<file path="src/rtl/uart_pkg.sv">
// Shared types and constants for the UART PHY: FSM state encodings and frame geometry.
package uart_pkg;

   localparam int FRAME_BITS       = 10;   // start + 8 data + stop
   localparam int DATA_BITS        = 8;
   localparam int CLKS_PER_BIT_DEF = 104;  // 12 MHz / 115200

   typedef enum logic [1:0] {
      TX_IDLE,
      TX_START,
      TX_DATA,
      TX_STOP
   } tx_state_t;

   typedef enum logic [1:0] {
      RX_IDLE,
      RX_START,
      RX_DATA,
      RX_STOP
   } rx_state_t;

endpackage

</file>
<file path="src/rtl/uart_fifo.sv">
// Synchronous FIFO with registered occupancy; a push into a full FIFO is
// accepted only when a pop frees a slot in the same cycle.
module uart_fifo #(
   parameter int WIDTH = 8,
   parameter int DEPTH = 16
) (
   input  logic             clk,
   input  logic             reset,
   input  logic             push,
   input  logic             pop,
   input  logic [WIDTH-1:0] din,
   output logic [WIDTH-1:0] dout,
   output logic             full,
   output logic             empty
);

   localparam int AW = $clog2(DEPTH);

   logic [WIDTH-1:0] mem [DEPTH];
   logic [AW-1:0]    wr_ptr, rd_ptr;
   logic [AW:0]      count;
   logic             push_ok, pop_ok;

   assign full    = (count == (AW+1)'(DEPTH));
   assign empty   = (count == '0);
   assign pop_ok  = pop && !empty;
   assign push_ok = push && (!full || pop_ok);
   assign dout    = mem[rd_ptr];

   // Storage array; contents need no reset since occupancy gates reads.
   always_ff @(posedge clk) begin
      if (push_ok) mem[wr_ptr] <= din;
   end

   // Pointers and occupancy count.
   always_ff @(posedge clk or posedge reset) begin
      if (reset) begin
         wr_ptr <= '0;
         rd_ptr <= '0;
         count  <= '0;
      end else begin
         if (push_ok) wr_ptr <= wr_ptr + 1'b1;
         if (pop_ok)  rd_ptr <= rd_ptr + 1'b1;
         case ({push_ok, pop_ok})
            2'b10:   count <= count + 1'b1;
            2'b01:   count <= count - 1'b1;
            default: count <= count;
         endcase
      end
   end

endmodule

</file>
<file path="src/rtl/uart_phy.sv">
// 8N1 UART PHY: CPU write strobes feed a TX FIFO serialized onto uart_tx;
// uart_rx is deserialized into a one-byte holding register with overrun flag.
// Optional macro UART_PHY_LOOPBACK_EN adds a loopback input routing TX to RX.
module uart_phy
   import uart_pkg::*;
#(
   parameter int CLKS_PER_BIT = CLKS_PER_BIT_DEF,
   parameter int TX_DEPTH     = 16
) (
   input  logic       clk,
   input  logic       reset,
   input  logic       uart0_wr,
   input  logic [7:0] uart_w,
   input  logic       uart0_rd,
   output logic       uart0_valid,
   output logic [7:0] uart0_data,
   output logic       tx_ready,
   output logic       rx_overrun,
   output logic       uart_tx,
`ifdef UART_PHY_LOOPBACK_EN
   input  logic       loopback,
`endif
   input  logic       uart_rx
);

   localparam int            CW       = $clog2(CLKS_PER_BIT);
   localparam logic [CW-1:0] CNT_MAX  = CW'(CLKS_PER_BIT - 1);
   localparam logic [CW-1:0] CNT_HALF = CW'(CLKS_PER_BIT / 2 - 1);
   localparam logic [3:0]    LAST_BIT = 4'(DATA_BITS - 1);

   // ---------------- TX ----------------
   logic       fifo_pop, fifo_full, fifo_empty;
   logic [7:0] fifo_dout;

   uart_fifo #(.WIDTH(8), .DEPTH(TX_DEPTH)) u_tx_fifo (
      .clk   (clk),
      .reset (reset),
      .push  (uart0_wr),
      .pop   (fifo_pop),
      .din   (uart_w),
      .dout  (fifo_dout),
      .full  (fifo_full),
      .empty (fifo_empty)
   );

   assign tx_ready = !fifo_full;

   tx_state_t     tx_state, tx_state_n;
   logic [CW-1:0] tx_cnt, tx_cnt_n;
   logic [3:0]    tx_idx, tx_idx_n;
   logic [7:0]    tx_sh, tx_sh_n;
   logic          tx_bit, tx_bit_n;

   // TX state register; tx_bit resets high so the line idles at once.
   always_ff @(posedge clk or posedge reset) begin
      if (reset) begin
         tx_state <= TX_IDLE;
         tx_cnt   <= '0;
         tx_idx   <= '0;
         tx_sh    <= '0;
         tx_bit   <= 1'b1;
      end else begin
         tx_state <= tx_state_n;
         tx_cnt   <= tx_cnt_n;
         tx_idx   <= tx_idx_n;
         tx_sh    <= tx_sh_n;
         tx_bit   <= tx_bit_n;
      end
   end

   // TX next state: each bit held CLKS_PER_BIT cycles; STOP chains into START when data waits.
   always_comb begin
      tx_state_n = tx_state;
      tx_cnt_n   = tx_cnt;
      tx_idx_n   = tx_idx;
      tx_sh_n    = tx_sh;
      tx_bit_n   = tx_bit;
      fifo_pop   = 1'b0;
      case (tx_state)
         TX_IDLE: begin
            if (!fifo_empty) begin
               fifo_pop   = 1'b1;
               tx_sh_n    = fifo_dout;
               tx_bit_n   = 1'b0;
               tx_cnt_n   = '0;
               tx_state_n = TX_START;
            end
         end
         TX_START: begin
            if (tx_cnt == CNT_MAX) begin
               tx_cnt_n   = '0;
               tx_idx_n   = '0;
               tx_bit_n   = tx_sh[0];
               tx_state_n = TX_DATA;
            end else tx_cnt_n = tx_cnt + 1'b1;
         end
         TX_DATA: begin
            if (tx_cnt == CNT_MAX) begin
               tx_cnt_n = '0;
               if (tx_idx == LAST_BIT) begin
                  tx_bit_n   = 1'b1;
                  tx_state_n = TX_STOP;
               end else begin
                  tx_idx_n = tx_idx + 4'd1;
                  tx_sh_n  = {1'b0, tx_sh[7:1]};
                  tx_bit_n = tx_sh[1];
               end
            end else tx_cnt_n = tx_cnt + 1'b1;
         end
         TX_STOP: begin
            if (tx_cnt == CNT_MAX) begin
               tx_cnt_n = '0;
               if (!fifo_empty) begin
                  fifo_pop   = 1'b1;
                  tx_sh_n    = fifo_dout;
                  tx_bit_n   = 1'b0;
                  tx_state_n = TX_START;
               end else tx_state_n = TX_IDLE;
            end else tx_cnt_n = tx_cnt + 1'b1;
         end
         default: tx_state_n = TX_IDLE;
      endcase
   end

   // ---------------- RX ----------------
   logic rx_src, rx_meta, rx_s, rx_d;

`ifdef UART_PHY_LOOPBACK_EN
   assign rx_src  = loopback ? tx_bit : uart_rx;
   assign uart_tx = loopback ? 1'b1 : tx_bit;
`else
   assign rx_src  = uart_rx;
   assign uart_tx = tx_bit;
`endif

   // Two-flop synchronizer plus one delay stage for falling-edge detection.
   always_ff @(posedge clk or posedge reset) begin
      if (reset) begin
         rx_meta <= 1'b1;
         rx_s    <= 1'b1;
         rx_d    <= 1'b1;
      end else begin
         rx_meta <= rx_src;
         rx_s    <= rx_meta;
         rx_d    <= rx_s;
      end
   end

   rx_state_t     rx_state, rx_state_n;
   logic [CW-1:0] rx_cnt, rx_cnt_n;
   logic [3:0]    rx_idx, rx_idx_n;
   logic [7:0]    rx_sh, rx_sh_n;
   logic          rx_ferr, rx_ferr_n;
   logic          rx_done;

   // RX state register.
   always_ff @(posedge clk or posedge reset) begin
      if (reset) begin
         rx_state <= RX_IDLE;
         rx_cnt   <= '0;
         rx_idx   <= '0;
         rx_sh    <= '0;
         rx_ferr  <= 1'b0;
      end else begin
         rx_state <= rx_state_n;
         rx_cnt   <= rx_cnt_n;
         rx_idx   <= rx_idx_n;
         rx_sh    <= rx_sh_n;
         rx_ferr  <= rx_ferr_n;
      end
   end

   // RX next state: centre-sample start, data and stop; a low stop bit parks in STOP until the line rises.
   always_comb begin
      rx_state_n = rx_state;
      rx_cnt_n   = rx_cnt;
      rx_idx_n   = rx_idx;
      rx_sh_n    = rx_sh;
      rx_ferr_n  = rx_ferr;
      rx_done    = 1'b0;
      case (rx_state)
         RX_IDLE: begin
            if (rx_d && !rx_s) begin
               rx_cnt_n   = '0;
               rx_state_n = RX_START;
            end
         end
         RX_START: begin
            if (rx_cnt == CNT_HALF) begin
               rx_cnt_n   = '0;
               rx_idx_n   = '0;
               rx_state_n = rx_s ? RX_IDLE : RX_DATA;
            end else rx_cnt_n = rx_cnt + 1'b1;
         end
         RX_DATA: begin
            if (rx_cnt == CNT_MAX) begin
               rx_cnt_n = '0;
               rx_sh_n  = {rx_s, rx_sh[7:1]};
               if (rx_idx == LAST_BIT) begin
                  rx_ferr_n  = 1'b0;
                  rx_state_n = RX_STOP;
               end else rx_idx_n = rx_idx + 4'd1;
            end else rx_cnt_n = rx_cnt + 1'b1;
         end
         RX_STOP: begin
            if (rx_ferr) begin
               if (rx_s) begin
                  rx_ferr_n  = 1'b0;
                  rx_state_n = RX_IDLE;
               end
            end else if (rx_cnt == CNT_MAX) begin
               rx_cnt_n = '0;
               if (rx_s) begin
                  rx_done    = 1'b1;
                  rx_state_n = RX_IDLE;
               end else rx_ferr_n = 1'b1;
            end else rx_cnt_n = rx_cnt + 1'b1;
         end
         default: rx_state_n = RX_IDLE;
      endcase
   end

   // Holding register: a landing byte beats a same-cycle read; overrun only when unread data is lost.
   always_ff @(posedge clk or posedge reset) begin
      if (reset) begin
         uart0_valid <= 1'b0;
         uart0_data  <= '0;
         rx_overrun  <= 1'b0;
      end else if (rx_done) begin
         uart0_data  <= rx_sh;
         uart0_valid <= 1'b1;
         if (uart0_valid && !uart0_rd) rx_overrun <= 1'b1;
      end else if (uart0_rd && uart0_valid) begin
         uart0_valid <= 1'b0;
         rx_overrun  <= 1'b0;
      end
   end

endmodule

</file>
<file path="config.mk">
export PLATFORM = sky130hd
export DESIGN_NAME = uart_phy
export DESIGN_NICKNAME = d
export VERILOG_FILES = /design/src/rtl/uart_pkg.sv /design/src/rtl/uart_fifo.sv /design/src/rtl/uart_phy.sv
export SDC_FILE = /design/constraint.sdc
export NUM_CORES = 1
export LEC_CHECK = 0
export CAP_MARGIN = 20
export CORE_UTILIZATION = 50
export CTS_BUF_LIST = sky130_fd_sc_hd__clkbuf_16
export CTS_CLUSTER_DIAMETER = 100
export DETAILED_ROUTE_END_ITERATION = 8
export GPL_TIMING_DRIVEN = 0
export PLACE_DENSITY = 0.69
export SLEW_MARGIN = 30
export SYNTH_ARGS = -nofsm -noshare
export SYNTH_HDL_FRONTEND = slang
export SYNTH_SLANG_ARGS = --single-unit
</file>
<file path="constraint.sdc">
create_clock -name clk -period 3.16 [get_ports clk]
set_clock_uncertainty 0.1 [all_clocks]
set_input_delay 0.474 -clock clk [delete_from_list [all_inputs] [get_ports clk]]
set_output_delay 0.474 -clock clk [all_outputs]
set_load 0.05 [all_outputs]
</file>
## Word level (Yosys, flattened, before mapping)

Memories as Yosys holds them, arrays and structs flattened.
Cells that the tools add are included.

| cells by class | value |
|---|---|
| $add $sub $neg | 8 |
| equal/unequal tests | 28 |
| multiplexer cells | 63 |
| reductions and logical operators | 30 |

Operators with widths:

| kind | number |
|---|---|
| $mux 7 | 6 |
| $mux 8 | 4 |
| $pmux 7 s4 | 1 |
| $mux 2 | 13 |
| $mux 4 | 6 |
| $ne 2x2->1 const B | 12 |
| $pmux 8 s3 | 1 |
| $mux 1 | 23 |
| $add 4x1->4 const B | 4 |
| $pmux 2 s4 | 2 |
| $pmux 4 s2 | 2 |
| $add 7x1->7 const B | 2 |
| $eq 7x7->1 const B | 2 |
| $pmux 7 s2 | 1 |
| $reduce_and 4->1 | 3 |
| $eq 2x2->1 const B | 5 |
| $pmux 5 s2 | 1 |
| $reduce_and 5->1 | 2 |
| $reduce_bool 2->1 | 5 |
| $eq 4x3->1 const B | 2 |
| $eq 7x6->1 const B | 1 |
| $eq 2x1->1 const B | 3 |
| $reduce_and 2->1 | 3 |
| $reduce_and 3->1 | 2 |
| 14 further kinds | 23 |

| storage, ports and cells | value |
|---|---|
| register bits | 70 |
| RAM bits | 128 |
| input bits | 13 |
| output and inout port bits | 12 |
| memories | 1 |

Memory list:

| memory | depth | width | rd ports | clocked after memory_dff | write ports | line | text |
|---|---|---|---|---|---|---|---|
| u_tx_fifo.mem | 16 | 8 | 1 | 0 | 1 | uart_fifo.sv:19 | `logic [WIDTH-1:0] mem [DEPTH];` |

## Logic depth before layout (Yosys ltp)

Gate-level depths: netlist (run 1).

| logic depth | value |
|---|---|
| depth in word-level cells | 9 |
| depth in mapped cells | 14 |

## Hierarchy

A second synthesis (run 1) with hierarchy kept.

| second synthesis, totals | value |
|---|---|
| cell total of the unflattened synthesis | 565 |
| area, all modules | 8665.8 um^2 |

Modules (own cells, without submodules):

| module | instances | cells an instance | area an instance (um^2) | sequential area each (um^2) |
|---|---|---|---|---|
| uart_fifo | 1 | 298 | 5751.8 | 4169.0 |
| uart_phy | 1 | 267 | 2914.0 | 1431.4 |

## Least setup slack after synthesis (run 1)

Ideal clock, no wire load.

| path | value |
|---|---|
| path type | register to register |
| from | register u_tx_fifo.count[0] |
| to | register u_tx_fifo.count[4] |
| library setup time | 0.080 ns |
| data arrival time | 3.168 ns |
| data required time | 2.980 ns |
| path slack | -0.188 ns |
| stages on the path, launching flop included | 14 |
| buffers on the path | 1 |
| period minus slack after synthesis | 3.348 ns |
| cell sequence | dfrtp_1 > nor4_2 > nand2_1 > o21bai_1 > nand2_2 > buf_2 > ha_1 > inv_1 > fa_1 > nor2b_1 > o21ai_0 > and3_1 > nor3_1 > xnor2_1 |

| on the way | value |
|---|---|
| elaborated cells on any way between the ends | 16 |
| those cells by class | add/sub (2); eq/ne (3); mux (4); reduce/logical (7) |

RTL lines:

| element | line | text |
|---|---|---|
| start, declared | uart_fifo.sv:21 | `logic [AW:0] count;` |
| start signal, assigned | uart_fifo.sv:45 | `2'b10: count <= count + 1'b1;` |
| start signal, assigned | uart_fifo.sv:46 | `2'b01: count <= count - 1'b1;` |
| start signal, assigned | uart_fifo.sv:47 | `default: count <= count;` |
| $eq 5x5->1 (*) | uart_fifo.sv:24 | `assign full = (count == (AW+1)'(DEPTH));` |
| $logic_not 1->1 (*) | n/a |  |
| net tx_ready | uart_phy.sv:17 | `output logic tx_ready,` |
| $logic_or 1x1->1 (*) | uart_fifo.sv:27 | `assign push_ok = push && (!full \|\| pop_ok);` |
| $logic_and 1x1->1 (*) | uart_fifo.sv:27 |  |
| $eq 2x1->1 or $eq 2x2->1 (tied branches) | uart_fifo.sv:44 | `case ({push_ok, pop_ok})` |
| $pmux 5 s2 or $reduce_bool 2->1 (tied branches) | n/a |  |

Mark *: on every way through the listed nets, which the timed path passes. The rest lies on a longest branch.
A chain may end at the register's enable or synchronous reset.

## Worst setup path in the final report (run 1)

| path | value |
|---|---|
| from | register tx_cnt[0] |
| to | register u_tx_fifo.count[4] |

| on the way | value |
|---|---|
| longest elaborated chain between the ends | 8 |
| elaborated cells on any way between the ends | 10 |
| those cells by class | eq/ne (3); mux (3); reduce/logical (4) |

RTL lines:

| element | line | text |
|---|---|---|
| start, declared | uart_phy.sv:49 | `logic [CW-1:0] tx_cnt, tx_cnt_n;` |
| start signal, assigned | uart_phy.sv:64 | `tx_cnt <= tx_cnt_n;` |
| $eq 7x7->1 (*) | uart_phy.sv:111 | `if (tx_cnt == CNT_MAX) begin` |
| $mux 1 (*) | uart_phy.sv:111 |  |
| $pmux 1 s2 (*) | uart_phy.sv:79 | `case (tx_state)` |
| $logic_and 1x1->1 (*) | uart_fifo.sv:26 | `assign pop_ok = pop && !empty;` |
| $logic_or 1x1->1 | uart_fifo.sv:27 |  |
| $logic_and 1x1->1 | uart_fifo.sv:27 |  |
| $eq 2x1->1 or $eq 2x2->1 (tied branches) | uart_fifo.sv:44 |  |
| $pmux 5 s2 or $reduce_bool 2->1 (tied branches) | n/a |  |

Mark *: on every way between the ends. The rest lies on a longest branch, timed or not.

==> results_dict.tcl, run 1 <==
set metrics [dict create \
    crit_slowest_cell "dfrtp_1" \
    worstPathCellList "ha_1 > and2_1 > a31oi_4 > o21bai_2 > nand2_4 > ha_2 > inv_1 > fa_1 > nor2b_1 > o21ai_0 > and3_1 > nor3_2 > xnor2_1" \
    h-tree-depth 4 \
    io_buffers 24 \
    gr-total-overflow 0 \
    synth-edff-count 128 \
    syn-num-nets 613 \
    cts_tree "built" \
    drc 0 \
    clock-sinks 198 \
    core_area_um2 16700 \
    postRouteAntennaNets 0 \
    syn_inst 581 \
    avgRoutedWirePerCell_um 18.72 \
    pin_count 25 \
    synth.area.top_cells "edfxtp_1, dfrtp_1, mux4_2, ha_1, mux2_2" \
    grt_util_all_layers_pct 19.90 \
    cellPowerDensity_nw_per_um2 634.9 \
    ys_warn_count 0 \
    cp-end-kind "register" \
    finalSetupViolations 0 \
    fin_crit_sh_pct 93.25 \
    layout-drive-gt1-share_pct 20.78 \
    max_clock_freq_mhz 339.4 \
    first_iter_violations 394 \
    crit_buf_inv 1 \
    drv_slew 0 \
    cts_root_buf "clkbuf_16" \
    ys_types 64 \
    path_max_fanout 5 \
    finalCriticalPeriod_ps 2947 \
    regArea_um2 5600 \
    grt_max_degree 43 \
    final_core_util_pct 59.05 \
    vias 4993 \
    drt-total-wl_um 16200 \
    critPathLaunchType "register" \
    synth-seq-cells 198 \
    holdPathEnd "rx_s$_DFF_PP1_" \
    synth.top_cell.area_share_pct 44.74 \
    instances_no_fill 865 \
    final_common_cell "edfxtp_1" \
    grt_pass1_wl_um 26670 \
    clock_latency_ps 430 \
    die_height_um 133.1 \
    synth_area_um2 8591 \
    reg2reg_depth 13 \
    antenna_found_initial 0 \
    start_util_pct 51.44 \
    ir_drop_mv 0.4071 \
    design_area_um2 9862 \
    ys_seq_area_share_pct 65.19 \
    worst_pin_slew_ps 880.4 \
    r2r_slack_ps 210 \
    timing.final.ws_setup_ps 213.3 \
    slowest_delay_ps 410 \
    placed_cells 832 \
    n_antenna_cell 0 \
    tns_ps 0 \
    final_nets 664 \
    worstHoldStart "rx_meta$_DFF_PP1_" \
    viasPerCell 5.772 \
    rsz0062_at_grt "no" \
    hold_viol 0 \
    yosys.area.top_type "edfxtp_1" \
    cts_buffer_depth 2 \
    avgSynthCellArea_um2 14.79 \
    drt-pass1-iter-count 4 \
    path_delay_family "adder cells" \
    dominantRegCellSynth "edfxtp_1" \
    layout_common_cells "edfxtp_1, dfrtp_1, nand2_1" \
    place_area_um2 9245 \
    hold_class "reg -> reg" \
    multi_input_area_um2 2922 \
    drv_cap 0 \
    cp.required_ps 3410 \
    critical_path_class "reg -> reg" \
    fill_cells 1280 \
    timing.rr.end "u_tx_fifo.count[4]$_DFFE_PP0P_" \
    cts.clk_slew.worst_paths_ps 70 \
    synth-async-reset-ratio_pct 35.35 \
    cts_buffers 17 \
    hold_buffers 0 \
    pre_cts_slack_ps -488.4 \
    min_path_cells 0 \
    status "finished clean" \
    syn_to_final_growth_pct 14.80 \
    fp.dieArea_um2 17710 \
    rr_startpoint "tx_cnt[0]$_DFFE_PP0P_" \
    relSlewSlack_pct 41.09 \
    dieWidth_um 133.1 \
    grt_pass1_vias 5140 \
    leakage_nw 3.574 \
    dp_hpwl_um 11140 \
    rows 47 \
    gp_congestion 0.7560 \
    worstPathArrival_ps 3200 \
]
-- final cells by class --
class | count | share of cell area (%)
plain buffers | 26 | 1.167
clock buffers | 17 | 4.314
clock inverters | 15 | 1.459
inverters | 18 | 0.7105
multi-input cells | 338 | 29.62
flip-flops and latches | 198 | 56.79
well taps | 220 | 2.791
repair buffers | 33 | 3.146
-- worst reg2reg max path: stages, from the launching register on --
cell and delay, ps:
dfrtp_1 410, ha_1 260, and2_1 230, a31oi_4 250, o21bai_2 150, nand2_4 90, ha_2 200, inv_1 90
fa_1 410, nor2b_1 120, o21ai_0 120, and3_1 220, nor3_2 120, xnor2_1 130
-- cells in the mapped netlist, types with 3 or more instances --
master / number
edfxtp_1: 128
dfrtp_1: 66
nand2_1: 34
mux4_2: 31
o21ai_0: 30
a21oi_1: 29
nor2_1: 23
mux2_2: 20
nand3_1: 19
ha_1: 18
inv_1: 18
clkbuf_1: 15
nor3_1: 15
a22oi_1: 12
buf_2: 8
o31ai_1: 8
xnor2_1: 8
nor2b_1: 7
and3_1: 6
a22o_1: 5
a31oi_1: 5
mux2i_1: 5
dfstp_2: 4
nor4b_1: 4
or3_1: 4
xor2_1: 4
a21o_1: 3
and2_1: 3
nand2b_1: 3
o22ai_1: 3
or4_1: 3
-- metal layers --
layer  track usage, %  vias to the layer above  wire (um)
li1                 -                     2332          -
met4            5.875                        0        151
met5                0                        -          0
met3            3.831                       13        719
met1            25.93                     2556       6946
met2            33.94                       92       8378
-- sequential cells by signal (all words and copies together) (netlist names), named ones only --
register / cells
rx_d: 1
uart0_valid: 1
rx_overrun: 1
u_tx_fifo.mem: 128
rx_s: 1
u_tx_fifo.count: 5
u_tx_fifo.rd_ptr: 4
rx_idx: 4
u_tx_fifo.wr_ptr: 4
tx_idx: 4
tx_sh: 8
rx_meta: 1
rx_state: 1
tx_cnt: 7
rx_sh: 8
rx_cnt: 7
rx_ferr: 1
tx_state: 2
uart0_data: 8
uart_tx: 1
-- kinds of logic (layout without fill, tap and decap cells) --
kind of cell,after synthesis,count (layout),share of synthesized area (%)
adder cells (fa/ha/maj),19,19,2.855
buffers and inverters,45,109,2.184
flip-flops,198,198,65.19
multiplexers,56,56,11.33
AND/OR/NAND/NOR,141,141,8.986
XOR/XNOR,12,12,1.223
AO/OA/AOI/OAI,110,110,8.229
-- repair_timing --
item	CTS	global route
endpoints found under the setup margin	3	10
endpoints found under the hold margin	0	0
setup buffers	1	1
pin swaps	1	2
cloned	0	0
gates resized for setup	1	6
-- metrics by stage --
stage          hold WS, ps  power [mW]
2_1_floorplan        245.2       3.900
3_3_place_gp         246.9       4.104
3_5_place_dp         246.8       4.225
4_1_cts              252.9       6.313
5_1_grt              258.9       6.542
6_report             249.5       6.261
-- power breakdown --
| part | total [mW] | leakage, nW | internal (mW) | switching, mW |
|---|---|---|---|---|
| Clock | 2.09 | 0.287 | 1.11 | 0.981 |
| Sequential | 3.18 | 2.04 | 3.04 | 0.140 |
| Combinational | 0.988 | 1.25 | 0.383 | 0.605 |
| Total | 6.26 | 3.57 | 4.54 | 1.73 |
-- worst max path at each step --
| stage | startpoint | endpoint | slack, ps | depth (start not counted) |
|---|---|---|---|---|
| after CTS | tx_cnt[0]$_DFFE_PP0P_ | u_tx_fifo.count[4]$_DFFE_PP0P_ | 9 | 13 |
| after floorplan | u_tx_fifo.count[0]$_DFFE_PP0P_ | u_tx_fifo.count[4]$_DFFE_PP0P_ | 50 | 13 |
| after global placement | tx_cnt[0]$_DFFE_PP0P_ | u_tx_fifo.mem[3][6]$_DFFE_PP_ | -640 | 6 |
| after global routing | tx_cnt[0]$_DFFE_PP0P_ | u_tx_fifo.count[4]$_DFFE_PP0P_ | 30 | 13 |
| after detailed placement | tx_cnt[0]$_DFFE_PP0P_ | u_tx_fifo.count[4]$_DFFE_PP0P_ | -490 | 14 |
| final | tx_cnt[0]$_DFFE_PP0P_ | u_tx_fifo.count[4]$_DFFE_PP0P_ | 210 | 13 |
Note: power is estimated with default switching activity, not from simulation.
==> inputs of run 2 (changes only) <==
CTS_BUF_LIST = sky130_fd_sc_hd__clkbuf_4   (was sky130_fd_sc_hd__clkbuf_16)
SETUP_SLACK_MARGIN = 0.1   (was unset)
==> run 2 against run 1 <==
Combinational power about the same. Sequential share of layout area increased by 1.3 points. Critical path depth is 10 lower. Highest routed layer unchanged. Utilization down 1.3 points. Largest power group unchanged. Sequential power about the same. Power is 11% lower. Wire length grew 1.5%. Register-to-register slack better by 120 ps. Final cell count is 0.58% higher.
==> results_dict.tcl, run 2 (synthesis gave the netlist of run 1 again) <==
set metrics [dict create \
    status "finished clean" \
    drc 0 \
    largest_reg_flops 128 \
    tns_ps 0 \
    gr-total-overflow 0 \
    relSlewSlack_pct 39.70 \
    critical_path_class "reg -> out" \
    path_max_fanout 4 \
    gp_congestion 0.7810 \
    drt-pass1-iter-count 4 \
    finalSetupViolations 0 \
    fin_crit_sh_pct 89.88 \
    first_iter_violations 483 \
    cp-end-kind "output pin" \
    fill_cells 1324 \
    max_clock_freq_mhz 352.1 \
    layout_common_cells "edfxtp_1, dfrtp_1, nand2_1" \
    postRouteAntennaNets 0 \
    power_mw 5.560 \
    vias 5049 \
    hold_viol 0 \
    rows 47 \
    drt-total-wl_um 16450 \
    clock-sinks 198 \
    design_area_um2 9639 \
    regArea_um2 5600 \
    syn_to_final_growth_pct 12.21 \
    avgRoutedWirePerCell_um 18.90 \
    grt_max_degree 42 \
    antenna_found_initial 0 \
    hold_class "in -> async" \
    dieWidth_um 133.1 \
    finalCriticalPeriod_ps 2840 \
    hold_buffers 0 \
    grt_util_all_layers_pct 20.06 \
    rsz0062_at_grt "no" \
    leakage_nw 3.466 \
    io_buffers 24 \
    drv_slew 0 \
    final_common_cell "edfxtp_1" \
    final_nets 669 \
    h-tree-depth 4 \
    cts_root_buf "clkbuf_4" \
    pre_cts_slack_ps -372.7 \
    worst_pin_slew_ps 901.2 \
    grt_pass1_vias 4974 \
    timing.final.ws_setup_ps 319.9 \
    place_area_um2 9253 \
    worstPathArrival_ps 2270 \
    cts_buffer_depth 2 \
    ir_drop_mv 0.5128 \
    viasPerCell 5.803 \
    cts_buffers 17 \
    drv_cap 0 \
    core_area_um2 16700 \
    grt_pass1_wl_um 26570 \
    cellPowerDensity_nw_per_um2 576.8 \
    fp.dieArea_um2 17710 \
    dp_hpwl_um 11310 \
    pin_count 25 \
    cts_tree "built" \
    final_core_util_pct 57.72 \
    clock_latency_ps 610 \
    multi_input_area_um2 2940 \
    top_register "u_tx_fifo.mem" \
    die_height_um 133.1 \
    cts.clk_slew.worst_paths_ps 170 \
    critPathLaunchType "register" \
    cp.required_ps 2590 \
    layout-drive-gt1-share_pct 22.15 \
    start_util_pct 51.44 \
    n_antenna_cell 0 \
]
==> run 2: final timing paths <==
kind	from	end	slack (ps)	cells after the start
setup / recovery	u_tx_fifo.count[3]$_DFFE_PP0P_	tx_ready	320	3
hold reg to reg	rx_meta$_DFF_PP1_	rx_s$_DFF_PP1_	260	0
hold / removal	reset	uart0_data[2]$_DFFE_PP0P_	90	2
min in group clk	uart_rx	rx_meta$_DFF_PP1_	160	1
max in group asynchronous	reset	uart_tx$_DFFE_PP1P_	2270	3
setup reg to reg	tx_cnt[1]$_DFFE_PP0P_	u_tx_fifo.count[4]$_DFFE_PP0P_	330	14
==> run 2: final cells by class <==
class	instances	area share, %
buffer	27	1.350
sequential	198	58.10
inverter	18	0.7269
multi-input combinational	338	30.50
clock buffer	17	1.324
clock inverter	15	1.636
timing repair buffer	37	3.505
tap	220	2.856
==> run 2: what timing repair did <==
item	in CTS	in global routing
pin swaps	1	2
gates resized for setup	6	8
setup buffers	2	3
setup endpoints to repair	3	1
==> run 2: metrics by stage <==
stage | hold slack, ps | instances
after floorplan | 245.2 | 581
after global placement | 247.1 | 825
after detailed placement | 247.5 | 833
after CTS | 76.16 | 867
after global routing | 105.4 | 870
final | 88.07 | 870
==> run 2: per-layer routing <==
layer  vias to the layer above  wire [um]  track usage, %
met4                         0        251           7.663
met5                         -          0               0
li1                       2354          -               -
met2                       115       8454           33.51
met3                        24        577           3.602
met1                      2556       7162           26.25
==> run 2: report_power, final <==
part | internal [mW] | switching (mW) | leakage (nW)
sequential | 3.04 | 0.139 | 2.04
clock | 0.427 | 0.937 | 0.151
combinational | 0.401 | 0.618 | 1.28
total | 3.87 | 1.69 | 3.47
==> run 2: worst max-delay path, cell delays in order (launching register included) <==
cell             delay, ps
dfrtp_1                470
nor4_4                 420
nand2_4                 70
clkdlybuf4s50_1        710
